==> config.mk <==
export PLATFORM = sky130hd
export DESIGN_NAME = dv_iter_unit
export DESIGN_NICKNAME = d
export VERILOG_FILES = /design/src/rtl/dv_iter_unit.sv
export SDC_FILE = /design/constraint.sdc
export NUM_CORES = 1
export LEC_CHECK = 0
export ABC_AREA = 1
export BUFFER_PORTS_ARGS = -buffer_cell sky130_fd_sc_hd__buf_2
export CAP_MARGIN = 20
export CORE_MARGIN = 5
export CORE_UTILIZATION = 60
export DETAILED_ROUTE_END_ITERATION = 6
export PLACE_DENSITY = 0.92
export SYNTH_ARGS = -nofsm -noshare
export SYNTH_HDL_FRONTEND = slang
export SYNTH_SLANG_ARGS = --single-unit
==> constraint.sdc <==
create_clock -name clk -period 4.1 [get_ports clk]
set_input_delay 0.41 -clock clk [delete_from_list [all_inputs] [get_ports clk]]
set_output_delay 0.41 -clock clk [all_outputs]
set_load 0.005 [all_outputs]
==> src/rtl/dv_iter_unit.sv <==
// dv_iter_unit: iterative one's-complement divide engine for the DV extracode.
// Divides the double-length dividend (dividend_hi:dividend_lo) by divisor
// with a restoring shift/subtract loop, one quotient bit per cycle.
//
// Ports:
//   clk          system clock, rising edge
//   reset        synchronous, active-high; aborts any operation
//   start        one-cycle request, accepted only when idle
//   dividend_hi  A register (one's complement)
//   dividend_lo  L register (one's complement)
//   divisor      G register (one's complement)
//   busy         high from the accepting edge until done
//   done         one-cycle completion pulse
//   quotient     signed quotient, held until the next accepted start
//   remainder    signed remainder, held until the next accepted start
//   overflow     quotient not representable (includes divide by +/-0)
module dv_iter_unit #(
    parameter int WORD_W = 15,
    parameter int ITER   = 14
) (
    input  logic              clk,
    input  logic              reset,
    input  logic              start,
    input  logic [WORD_W-1:0] dividend_hi,
    input  logic [WORD_W-1:0] dividend_lo,
    input  logic [WORD_W-1:0] divisor,
    output logic              busy,
    output logic              done,
    output logic [WORD_W-1:0] quotient,
    output logic [WORD_W-1:0] remainder,
    output logic              overflow
);

    localparam int MAG_W = WORD_W - 1;
    localparam int CNT_W = $clog2(ITER + 1);

    typedef enum logic [1:0] {
        S_IDLE,
        S_LOAD,
        S_ITER,
        S_FIN
    } state_t;

    state_t            state;
    logic [WORD_W-1:0] op_hi;
    logic [WORD_W-1:0] op_lo;
    logic [WORD_W-1:0] op_div;
    logic [MAG_W-1:0]  div_mag;
    logic [MAG_W-1:0]  rem;
    logic [MAG_W-1:0]  shift;
    logic [MAG_W-1:0]  q_mag;
    logic              q_sign;
    logic              r_sign;
    logic              ovf_pend;
    logic [CNT_W-1:0]  cnt;

    // Magnitude of a one's-complement word; both zeros map to 0.
    function automatic logic [MAG_W-1:0] mag_of(input logic [WORD_W-1:0] x);
        return x[WORD_W-1] ? ~x[MAG_W-1:0] : x[MAG_W-1:0];
    endfunction

    // Negative results are the bitwise inverse of the magnitude (-0 allowed).
    function automatic logic [WORD_W-1:0] apply_sign(input logic s,
                                                     input logic [MAG_W-1:0] m);
        return s ? {1'b1, ~m} : {1'b0, m};
    endfunction

    logic [MAG_W-1:0]  hi_m;
    logic [MAG_W-1:0]  lo_m;
    logic [MAG_W-1:0]  dv_m;
    logic              div_sign;
    logic [WORD_W-1:0] rem_sh;
    logic              ge;
    logic [MAG_W-1:0]  rem_nxt;

    always_comb begin
        hi_m     = mag_of(op_hi);
        lo_m     = mag_of(op_lo);
        dv_m     = mag_of(op_div);
        // The low word's sign only matters when the high word is +/-0.
        div_sign = (hi_m == '0) ? op_lo[WORD_W-1] : op_hi[WORD_W-1];
        rem_sh   = {rem, shift[MAG_W-1]};
        ge       = rem_sh >= {1'b0, div_mag};
        // rem_sh - div_mag < div_mag when ge, so the top bit of the
        // difference is always zero and modulo-2^MAG_W arithmetic suffices.
        rem_nxt  = ge ? (rem_sh[MAG_W-1:0] - div_mag) : rem_sh[MAG_W-1:0];
    end

    always_ff @(posedge clk) begin
        if (reset) begin
            state     <= S_IDLE;
            busy      <= 1'b0;
            done      <= 1'b0;
            overflow  <= 1'b0;
            quotient  <= '0;
            remainder <= '0;
            cnt       <= '0;
            op_hi     <= '0;
            op_lo     <= '0;
            op_div    <= '0;
            div_mag   <= '0;
            rem       <= '0;
            shift     <= '0;
            q_mag     <= '0;
            q_sign    <= 1'b0;
            r_sign    <= 1'b0;
            ovf_pend  <= 1'b0;
        end else begin
            done <= 1'b0;
            unique case (state)
                S_IDLE: begin
                    // The done cycle is also idle; a start there is dropped.
                    if (start && !done) begin
                        op_hi    <= dividend_hi;
                        op_lo    <= dividend_lo;
                        op_div   <= divisor;
                        busy     <= 1'b1;
                        overflow <= 1'b0;
                        state    <= S_LOAD;
                    end
                end
                S_LOAD: begin
                    q_sign  <= div_sign ^ op_div[WORD_W-1];
                    r_sign  <= div_sign;
                    div_mag <= dv_m;
                    if (hi_m >= dv_m) begin
                        ovf_pend <= 1'b1;
                        state    <= S_FIN;
                    end else begin
                        ovf_pend <= 1'b0;
                        rem      <= hi_m;
                        shift    <= lo_m;
                        q_mag    <= '0;
                        cnt      <= CNT_W'(ITER - 1);
                        state    <= S_ITER;
                    end
                end
                S_ITER: begin
                    rem   <= rem_nxt;
                    shift <= {shift[MAG_W-2:0], 1'b0};
                    q_mag <= {q_mag[MAG_W-2:0], ge};
                    if (cnt == '0) begin
                        state <= S_FIN;
                    end else begin
                        cnt <= cnt - 1'b1;
                    end
                end
                S_FIN: begin
                    if (ovf_pend) begin
                        quotient  <= apply_sign(q_sign, '1);
                        remainder <= op_lo;
                        overflow  <= 1'b1;
                    end else begin
                        quotient  <= apply_sign(q_sign, q_mag);
                        remainder <= apply_sign(r_sign, rem);
                        overflow  <= 1'b0;
                    end
                    done  <= 1'b1;
                    busy  <= 1'b0;
                    state <= S_IDLE;
                end
                default: state <= S_IDLE;
            endcase
        end
    end

endmodule

---- Word level (Yosys, flattened, before mapping) ----
Cells that the tools add are included.
word-level totals
  register bits ........................... 143
  bits in latches ......................... 0
  bits in writable memories ............... 0
  ROM bits ................................ 0
  input bits .............................. 48
  output and inout bits ................... 33
  word-level logic and storage cells ...... 76
  memories ................................ 0
operators by class
  add/sub/neg operators ................... 2
  multiply operators ...................... 0
  div/mod/pow operators ................... 0
  $lt $le $gt $ge ......................... 2
  equality and inequality tests ........... 7
  shift-type cells ........................ 0
  multiplexer cells ....................... 30
  bitwise gates (word level) .............. 6
  reduce and logical (&&, ||, !) cells .... 12
operators by type and width
  cell                   count
  $mux W14               7
  $pmux W14 S2           3
  $mux W15               5
  $not A14 Y14           5
  $ge A15 B14 Y1         1
  $ge A14 B14 Y1         1
  $logic_not A14 Y1      1
  $sub A14 B14 Y14       1
  $mux W4                2
  $ne A2 B2 Y1 const B   4
  $pmux W2 S4            1
  $pmux W4 S2            1
  $reduce_and A2 Y1      4
  $mux W1                7
  $eq A2 B2 Y1 const B   2
  $logic_not A4 Y1       1
  $mux W2                2
  $pmux W1 S2            2
  $reduce_bool A2 Y1     2
  $sub A4 B1 Y4 const B  1
  $reduce_and A3 Y1      1
  $eq A2 B1 Y1 const B   1
  $logic_not A2 Y1       1
  $logic_and A1 B1 Y1    1
  2 further kinds        2

---- Logic depth before layout (Yosys ltp) ----
Gate-level depths: netlist of the first run.
  depth after elaboration ................. 5
  mapped depth ............................ 18
  gate-level depth less buffers ........... 16

---- Worst setup path after synthesis of the first run ----
No wires, ideal clock.
  kind .................................... register to register
  from .................................... register op_div[14]
  to ...................................... register rem[11]
  setup time .............................. 0.122 ns
  data arrival time ....................... 2.248 ns
  required time ........................... 3.978 ns
  path slack .............................. 1.730 ns
  stages on the path, launching flop included .. 16
  path buffers ............................ 3
  period minus slack after synthesis ...... 2.370 ns
  cells stage by stage .................... dfxtp_1 buf_2 buf_2 xor2_1 inv_1 ha_1 a21o_1 nor2_1 nand2_1 nor2_2 nand3_2 nand2_2 inv_2 buf_4 a21oi_1 a21oi_1
on the way
  word-level cells in the longest chain between the ends .. 4
RTL lines
  what                                RTL line  RTL
  from (decl)                         47        logic [WORD_W-1:0] op_div;
  from (signal assigned)              116       op_div <= divisor;
  $mux W14                            59        return x[WORD_W-1] ? ~x[MAG_W-1:0] : x[MAG_W-1:0];
  $ge A14 B14 Y1                      126       if (hi_m >= dv_m) begin
  $ne A2 B2 Y1 (no source line)       n/a
  $reduce_and A2 Y1 (no source line)  n/a
  to (signal assigned)                131       rem <= hi_m;
  to (signal assigned)                139       rem <= rem_nxt;
  to (decl)                           49        logic [MAG_W-1:0] rem;
Every way passes these cells.
A chain may end at the register's enable or synchronous reset.

---- Worst setup path in the final report of the first run ----
  from .................................... register op_div[14]
  to ...................................... register rem[9]
Same word-level chain as after synthesis.

==> results of run 1 <==
-- kinds of logic (layout without fill, tap and decap cells) --
logic type,Yosys count,after routing,share of synthesized area (%)
AOI/OAI and AO/OA,308,308,22.13
adders and majority gates,34,34,5.589
xor gates and xnor gates,35,35,3.957
DFF,143,143,36.96
and+or+nand+nor,393,393,21.29
buffers and inverters,193,245,10.08
-- per-stage QoR --
stage / util [%] / area [um^2] / hold WS (ns)
floorplan: - / 7746 / 0.4444
global placement: 64.23 / 8105 / 0.4540
detailed placement: 64.23 / 8105 / 0.4585
CTS: 69.12 / 8722 / 0.2119
global route: 69.33 / 8750 / 0.2303
finish: 69.33 / 8750 / 0.2214
-- worst register-to-register path, cell delays in order, from the launching register on --
cell and delay (ns):
dfxtp_1 0.82, xor2_1 0.32, inv_1 0.12, ha_1 0.30
nand2_1 0.05, nor2_1 0.12, o21ai_0 0.13, nand3_1 0.08
nand2_1 0.08, nand3_2 0.11, nand2_2 0.21, inv_2 0.50
nor2_1 0.09, nand2_1 0.07, a21oi_1 0.06
-- area by class of cell --
cell class | count | area (um^2)
clock buffer | 21 | 460.4
clock inverter | 11 | 156.4
fill | 1031 | 3870
inverter | 125 | 469.2
multi-input combinational | 770 | 4105
sequential | 143 | 2863
tap | 172 | 215.2
timing repair buffer | 88 | 480.5
-- Yosys cell counts (4+ instances only) --
| master | n | area, um^2 |
|---|---|---|
| nand2_1 | 263 | 987.2 |
| o21ai_0 | 90 | 450.4 |
| o211ai_1 | 11 | 82.58 |
| clkbuf_1 | 44 | 165.2 |
| o21ai_1 | 4 | 20.02 |
| nand2_2 | 4 | 25.02 |
| dfxtp_1 | 143 | 2863 |
| inv_1 | 119 | 446.7 |
| a21oi_1 | 169 | 845.8 |
| nand3_1 | 58 | 290.3 |
| xor2_1 | 19 | 166.4 |
| o311ai_0 | 13 | 113.9 |
| ha_1 | 33 | 412.9 |
| o211a_1 | 12 | 120.1 |
| buf_1 | 5 | 18.77 |
| nor2_1 | 48 | 180.2 |
| buf_4 | 4 | 30.03 |
| buf_2 | 10 | 50.05 |
| xnor2_1 | 16 | 140.1 |
| nand4_1 | 8 | 50.05 |
-- power groups by stage --
stage | Combinational (mW) | Clock [mW] | Sequential (mW)
final | 4.30 | 1.61 | 2.14
after global routing | 4.84 | 1.68 | 2.18
after CTS | 4.22 | 1.62 | 2.12
after detailed placement | 4.16 | 0 | 2.14
after global placement | 4.05 | 0 | 2.13
after floorplan | 3.53 | 0 | 1.95
-- registers in the layout (all words and copies together), names as in the netlist, 2 cells and up --
signal / cells
op_div: 15
op_hi: 15
op_lo: 15
quotient: 15
remainder: 15
div_mag: 14
q_mag: 14
rem: 14
shift: 14
cnt: 4
state: 2
-- worst min-delay path by stage --
stage / start / to / cells after the start
after CTS: dividend_lo[10] / op_lo[10]$_SDFFE_PP0P_ / 3
after global placement: cnt[0]$_SDFFE_PP0P_ / cnt[0]$_SDFFE_PP0P_ / 2
final: dividend_lo[8] / op_lo[8]$_SDFFE_PP0P_ / 3
after global routing: dividend_lo[10] / op_lo[10]$_SDFFE_PP0P_ / 3
after floorplan: cnt[0]$_SDFFE_PP0P_ / cnt[0]$_SDFFE_PP0P_ / 2
after detailed placement: cnt[0]$_SDFFE_PP0P_ / cnt[0]$_SDFFE_PP0P_ / 2
-- per-layer routing --
metal  part of all wire (%)  wire length, um
met2                     47             9603
met3                    8.1             1647
met1                     40             8231
met5                      0                0
met4                    4.8              976
==> run metrics, run 1 <==
status finished with violations; failing checks DRC; met2 Track Usage GR 44.68%; Place WS around 0.95 ns; Final Wtd Congestion approximately 0.92; Slew HR approximately a third; CTS buffer count 17; CP bufs+invs 2; commonest non-fill, non-tap cell in the layout nand2_1; setup bufs post-CTS 0; met1 Use GR roughly a third; worst reg2reg path depth 14; Max Clock Skew roughly 0.0090 ns; Psw 3.851 mW; Slew @ Worst Pin roughly 1.0 ns; Crit. path cell count 14; Yosys cell types 38; cell area after synthesis roughly 0.0077 mm^2; Site Rows 41; GRT met3 Usage 5.086%; setup slack, reg-to-reg between 0.8 and 0.9 ns; area grow syn2layout 12.95%; final setup margin a little under 0.9 ns; post-synthesis sequential area ratio between 30% and 40%; minimum clock period around 3.2 ns; Die H between 100 and 150 um; final non-filler cell total ~1,300; vias in the first global route 7,014; MaxCap Viol Count 0; Synth Instances about 1,100; total power ~8 mW; CP max FO 32; Worst-path clk slew 0.06 ns; Port Buffers 80; largest net degree at the start of global routing 83; DRT Pass-1 Iters 7; deepest clock path buffer count 2; Crit path max-delay family flip-flops; Worst setup SP type register; clk_lat worst skew 0.43 ns; Setup violations, final 0; synth warn 0; pins over their slew limit 0; detailed placer's ending HPWL between 10 and 15 mm; Global Route Usage Sum between 20% and 30%; async set or reset register ratio after synthesis 0%; dpl cells 1,297; share of cells above drive strength 1 about an eighth; sw frac approximately 48%; setup TNS 0 ns; CP peak stage delay roughly 0.8 ns; DR DRC count 1; clock share of power 20.0%; CTS tree yes; Avg Cell Area, Syn approximately 7.0 um^2; crit path to rem[9]$_SDFFE_PP0P_; final period utilization just under 80%; Gate power share between 50% and 60%; GR peak layer met2; WL per Instance 15.38 um; worst endpoint data arrival time 3.48 ns; type of the worst setup path register to register; antenna cells 0; HP Class input pin to register; sequential group share of total power 26.6%; chip width roughly 120 um; crit path launch op_div[14]$_SDFFE_PP0P_; CP Cell Sequence xor2_1, inv_1, ha_1, nand2_1, nor2_1, o21ai_0, nand3_1, nand2_1, nand3_2, nand2_2, inv_2, nor2_1, nand2_1, a21oi_1; syn_nets approximately 1,200; Fmax approximately 310 MHz; Die Area roughly 0.015 mm^2; htree depth 4; VDD IR max 0.5042 mV; Ports 81; Vias/cell about 5.7; Power per Cell Area approximately 920 mW/mm^2; number of synthesized flops with an enable pin 0; wirelength, routed between 20 and 25 mm; via count between 7,000 and 8,000; slowest CP cell dfxtp_1; first-pass GRT wire length 33.22 mm; crit end category register; hold-fix buffers at CTS 0; LEAKAGE 4.136 nW; Internal ~4.2 mW; Clock Sinks 143; most frequent cells in the layout 263 x nand2_1, 169 x a21oi_1, 143 x dfxtp_1; Detailed Route Iter0 Violations roughly 810; antenna violations before repair 0; ANT nets after route 0; RSZ-0062 raised after global routing no; count of final hold-check violations 0; Nets 1,227; Worst path most repeated cell nand2_1; ys flop type dfxtp_1; Core ar. around 0.013 mm^2; global route overflow 0; Worst Path Required roughly 4.4 ns; worst reg2reg startpoint op_div[14]$_SDFFE_PP0P_; Initial Utilization between 60% and 70%; end of the worst register-to-register path rem[9]$_SDFFE_PP0P_; quantity of gates resized following cts 0; Seq cells post-synth around 140; root buf cell clkbuf_16
Note: power is estimated with default switching activity, not from simulation.
==> inputs of run 2 (changes only) <==
- CORE_UTILIZATION: 60 -> 54
- PLACE_DENSITY: 0.92 -> 0.88
- clock period: 4.1 -> 2.9 ns (I/O delays scaled with it)
==> run metrics, run 2 (synthesized netlist as in run 1, its figures left out) <==
hold-fix buffers at CTS 0 (unchanged); Core ar. 0.01399 mm^2 (+11%); HP Class input pin to register; antenna violations before repair 0 (unchanged); most frequent cells in the layout 263 x nand2_1, 169 x a21oi_1, 143 x dfxtp_1; setup bufs post-CTS 0 (unchanged); Nets 1,239 (+0.98%); Max Clock Skew 0.007031 ns (-0.001974 ns); Worst path most repeated cell nand2_1; final setup margin 0.2452 ns (-0.6472 ns); Slew HR 37.61% (+4.3 points); RSZ-0062 raised after global routing no; Vias/cell 5.604 (-2.5%); Global Route Usage Sum 24.28% (-3.0 points); deepest clock path buffer count 2 (unchanged); CP max FO 30 (-6.3%); Final Wtd Congestion 0.9820 (+6.7%); FILL cells 1,193 (+16%); Die Area 0.01684 mm^2 (+10%); commonest non-fill, non-tap cell in the layout nand2_1; worst endpoint data arrival time 2.98 ns (-0.50 ns); hold_ws 0.09862 ns (-0.1227 ns); htree depth 4 (unchanged); Initial Utilization 55.38% (-6.0 points); Detailed Route Iter0 Violations 740 (-9.0%); Reg area 0.002863 mm^2 (unchanged); Port Buffers 80 (unchanged); count of final hold-check violations 0 (unchanged); area grow syn2layout 13.76%; dpl cells 1,318 (+1.6%); status complete, no violations; VDD IR max 0.7530 mV (+49%); CP Cell Sequence buf_4, xor2_1, inv_1, ha_1, a21oi_1, nand2_1, nand2_1, nand2_1, nor2_2, nand3_2, nand2_2, buf_4, nand3_1, o211a_1; chip width 129.8 um (+5.0%); Fmax 376.7 MHz (+21%); worst reg2reg path depth 14 (unchanged); ANT nets after route 0 (unchanged); Ports 81 (unchanged); hold depth 3 (unchanged); final period utilization 91.54% (+13 points); Setup violations, final 0 (unchanged); setup TNS 0 ns (unchanged); worst reg2reg startpoint op_div[14]$_SDFFE_PP0P_; Die H 129.8 um (+5.0%); wirelength, routed 19.97 mm (-2.4%); end of the worst register-to-register path shift[1]$_SDFFE_PP0P_; detailed placer's ending HPWL 13.88 mm (-0.20%); Slew @ Worst Pin 0.9345 ns (-0.06467 ns); MaxCap Viol Count 0 (unchanged); DR DRC count 0 (-1); clk_lat worst skew 0.43 ns (about the same); root buf cell clkbuf_16; share of cells above drive strength 1 13.25% (+1.1 points); vias in the first global route 7,093 (+1.1%); first-pass GRT wire length 33.11 mm (-0.35%); CP peak stage delay 0.36 ns (-0.46 ns); start point of the worst min-delay path dividend_lo[9]; LEAKAGE 4.186 nW (+1.2%); final core occ 63.00% (-6.3 points); CP bufs+invs 3 (+1); CTS tree yes; antenna cells 0 (unchanged); largest net degree at the start of global routing 83 (unchanged); Worst-path clk slew 0.06 ns (about the same); Worst setup SP type register; DRT Pass-1 Iters 6 (-1); slowest CP cell dfxtp_1; final non-filler cell total 1,350 (+1.5%); Site Rows 43 (+4.9%); Clock Sinks 143 (unchanged); Place WS 0.3579 ns (-0.5898 ns); type of the worst setup path register to register; via count 7,565 (-1.0%); crit end category register; Hold Path End op_lo[9]$_SDFFE_PP0P_; pins over their slew limit 0 (unchanged); WL per Instance 14.79 um (-3.8%); global route overflow 0 (unchanged); Crit path max-delay family simple AND/OR/NAND/NOR gates; quantity of gates resized following cts 0 (unchanged); minimum clock period 2.655 ns (-0.5528 ns); Crit. path cell count 14 (unchanged); Power per Cell Area 1289 mW/mm^2 (+40%); CTS buffer count 17 (unchanged); setup slack, reg-to-reg 0.25 ns (-0.65 ns); Worst Path Required 3.22 ns (-1.15 ns); area of the multi-input gates 0.004113 mm^2 (+0.18%)
## run 2: area by class of cell
| cell class | count | area share (%) |
|---|---|---|
| multi-input cells | 770 | 46.67 |
| flip-flops and latches | 143 | 32.49 |
| repair buffers | 100 | 6.389 |
| clock buffers | 19 | 5.026 |
| well taps | 180 | 2.556 |
| inverters | 125 | 5.324 |
| clock inverters | 13 | 1.548 |
## run 2: worst max-delay path by stage
| stage | to | slack (ns) | startpoint |
|---|---|---|---|
| floorplan | rem[11]$_SDFFE_PP0P_ | 0.53 | op_div[14]$_SDFFE_PP0P_ |
| global placement | rem[2]$_SDFFE_PP0P_ | 0.39 | op_div[14]$_SDFFE_PP0P_ |
| detailed placement | shift[4]$_SDFFE_PP0P_ | 0.36 | op_div[14]$_SDFFE_PP0P_ |
| CTS | shift[1]$_SDFFE_PP0P_ | 0.24 | op_div[14]$_SDFFE_PP0P_ |
| global route | shift[1]$_SDFFE_PP0P_ | 0.03 | op_div[14]$_SDFFE_PP0P_ |
| finish | shift[1]$_SDFFE_PP0P_ | 0.25 | op_div[14]$_SDFFE_PP0P_ |
## run 2: power by group
group | internal, mW | switching, mW
sequential | 2.46 | 0.498
clock | 1.29 | 0.860
combinational | 2.17 | 4.08
## run 2: per-stage QoR
| step | total power [mW] | instance area (um^2) |
|---|---|---|
| 2_1_floorplan | 7.752 | 7746 |
| 3_3_place_gp | 8.875 | 8225 |
| 3_5_place_dp | 9.041 | 8225 |
| 4_1_cts | 11.25 | 8805 |
| 5_1_grt | 12.31 | 8812 |
| 6_report | 11.36 | 8812 |
## run 2: per-layer routing
metal	GRT usage [%]	share of wire (%)	vias up
met3	5.485	7.1	57
met5	0	0	-
met4	10.27	3.1	0
met1	30.90	43	3485
li1	-	-	3749
met2	39.79	47	274
## run 2: worst reg2reg max path: stages (launching register included)
cell,delay [ns]
dfxtp_1,0.36
buf_4,0.27
xor2_1,0.26
inv_1,0.07
ha_1,0.30
a21oi_1,0.17
nand2_1,0.08
nand2_1,0.06
nand2_1,0.05
nor2_2,0.11
nand3_2,0.11
nand2_2,0.13
buf_4,0.29
nand3_1,0.14
o211a_1,0.14
==> inputs of run 3 (changes only) <==
- CELL_PAD_IN_SITES_DETAIL_PLACEMENT: default -> 0
- CELL_PAD_IN_SITES_GLOBAL_PLACEMENT: default -> 1
- CORE_UTILIZATION: 54 -> 39
==> run metrics, run 3 (synthesized netlist as in run 1, its figures left out) <==
Die H 150.9 um (+16%); Global Route Usage Sum 18.37% (-5.9 points); area of the multi-input gates 0.004110 mm^2 (about the same); deepest clock path buffer count 2 (unchanged); WL per Instance 14.48 um (-2.1%); Core ar. 0.01953 mm^2 (+40%); Clock Sinks 143 (unchanged); end of the worst register-to-register path rem[3]$_SDFFE_PP0P_; Worst Path Required 3.25 ns (+0.03 ns); ANT nets after route 0 (unchanged); Worst-path clk slew 0.06 ns (about the same); Max Clock Skew 0.009074 ns (+0.002043 ns); pins over their slew limit 0 (unchanged); root buf cell clkbuf_16; CTS tree yes; Initial Utilization 39.67% (-16 points); clk_lat worst skew 0.42 ns (about the same); global route overflow 0 (unchanged); Ports 81 (unchanged); final core occ 46.34% (-17 points); Worst setup SP type register; detailed placer's ending HPWL 14.80 mm (+6.6%); Power per Cell Area 1287 mW/mm^2 (about the same); setup slack, reg-to-reg 0.24 ns (about the same); MaxCap Viol Count 0 (unchanged); Slew @ Worst Pin 0.9381 ns (+0.003571 ns); Setup violations, final 0 (unchanged); DR DRC count 0 (unchanged); count of final hold-check violations 0 (unchanged); HP Class input pin to register; CP Cell Sequence buf_12, xor2_1, inv_1, ha_1, nand2_1, nor2_1, o21ai_0, nand3_1, nand2_1, nand3_2, nand2_2, inv_2, a21oi_1, a21oi_1; htree depth 4 (unchanged); CTS buffer count 17 (unchanged); antenna violations before repair 0 (unchanged); area grow syn2layout 16.81%; CP max FO 32 (+6.7%); setup TNS 0 ns (unchanged); CP peak stage delay 0.43 ns (+0.07 ns); Nets 1,244 (+0.40%); total power 11.65 mW (+2.6%); DRT Pass-1 Iters 5 (-1); vias in the first global route 6,525 (-8.0%); FILL cells 2,032 (+70%); first-pass GRT wire length 33.29 mm (+0.56%); crit end category register; start point of the worst min-delay path dividend_lo[6]; Vias/cell 5.012 (-11%); via count 7,212 (-4.7%); VDD IR max 0.7694 mV (+2.2%); Final Wtd Congestion 0.8879 (-9.6%); Die Area 0.02278 mm^2 (+35%); minimum clock period 2.660 ns (+0.004802 ns); most frequent cells in the layout 263 x nand2_1, 169 x a21oi_1, 142 x dfxtp_1; type of the worst setup path register to register; wirelength, routed 20.84 mm (+4.4%); Site Rows 51 (+19%); Hold Path End op_lo[6]$_SDFFE_PP0P_; LEAKAGE 4.247 nW (+1.5%); Port Buffers 80 (unchanged); share of cells above drive strength 1 13.63% (+0.38 points); final period utilization 91.71% (+0.17 points); Reg area 0.002864 mm^2 (about the same); Slew HR 37.46% (-0.15 points); commonest non-fill, non-tap cell in the layout nand2_1; RSZ-0062 raised after global routing no; hold-fix buffers at CTS 0 (unchanged); status complete, no violations; worst endpoint data arrival time 3.01 ns (+0.03 ns); quantity of gates resized following cts 0 (unchanged); chip width 150.9 um (+16%); largest net degree at the start of global routing 62 (-25%); antenna cells 0 (unchanged); hold depth 3 (unchanged); slowest CP cell inv_2; Detailed Route Iter0 Violations 561 (-24%); Fmax 376.0 MHz (-0.18%); worst reg2reg startpoint op_div[14]$_SDFFE_PP0P_; worst reg2reg path depth 14 (unchanged); setup bufs post-CTS 0 (unchanged)
## run 3: cell count changes in the layout (fill, tap and decap cells not counted), sizes merged
cell,before,now
buf,100,105
clkinv,10,6
bufinv,2,5
clkbuf,19,20
inv,125,124
## run 3: critical path, delay by kind of cell, from the launching register on
family          cells  cell delay (ns)
fa+ha+maj           1             0.30
flops               1             0.35
simple gates        6             0.50
buf+inv             3             0.72
compound gates      3             0.41
xor+xnor            1             0.30
## run 3: worst max path at each step
stage | from | depth (start not counted) | slack, ns | to
detailed placement | op_div[14]$_SDFFE_PP0P_ | 15 | 0.33 | rem[9]$_SDFFE_PP0P_
global placement | op_div[14]$_SDFFE_PP0P_ | 14 | 0.31 | rem[3]$_SDFFE_PP0P_
global route | op_div[14]$_SDFFE_PP0P_ | 14 | 0.03 | rem[3]$_SDFFE_PP0P_
floorplan | op_div[14]$_SDFFE_PP0P_ | 15 | 0.53 | rem[11]$_SDFFE_PP0P_
CTS | op_div[14]$_SDFFE_PP0P_ | 14 | 0.30 | rem[3]$_SDFFE_PP0P_
finish | op_div[14]$_SDFFE_PP0P_ | 14 | 0.24 | rem[3]$_SDFFE_PP0P_
## run 3: cell type report
cell class | instances | area share (%)
Clock inverter | 11 | 2.254
Inverter | 125 | 5.185
Sequential cell | 143 | 31.65
Multi-Input combinational cell | 770 | 45.42
Timing Repair Buffer | 105 | 6.775
Clock buffer | 20 | 5.047
Tap cell | 265 | 3.664
## run 3: layer usage
layer,vias up,GRT usage [%],wire length [um]
met5,-,0,0
met3,36,3.351,1134
met1,3220,25.75,10090
li1,3747,-,-
met4,0,6.890,452
met2,209,28.13,9171
## run 3: metrics by stage
step	cell area [um^2]	hold slack (ns)	setup slack (ns)	cells
after floorplan	7746	0.4346	0.5297	1106
after global placement	8388	0.4539	0.3121	1408
after detailed placement	8388	0.4551	0.3251	1408
after CTS	9049	0.08772	0.2962	1439
after global routing	9049	0.1083	0.02975	1439
final	9049	0.1036	0.2404	1439
## run 3: report_power, final
group	switching, mW	total (mW)	leakage (nW)	internal [mW]
registers	0.554	3.01	1.17	2.46
logic	3.99	6.17	2.76	2.18
clock network	0.887	2.47	0.319	1.58
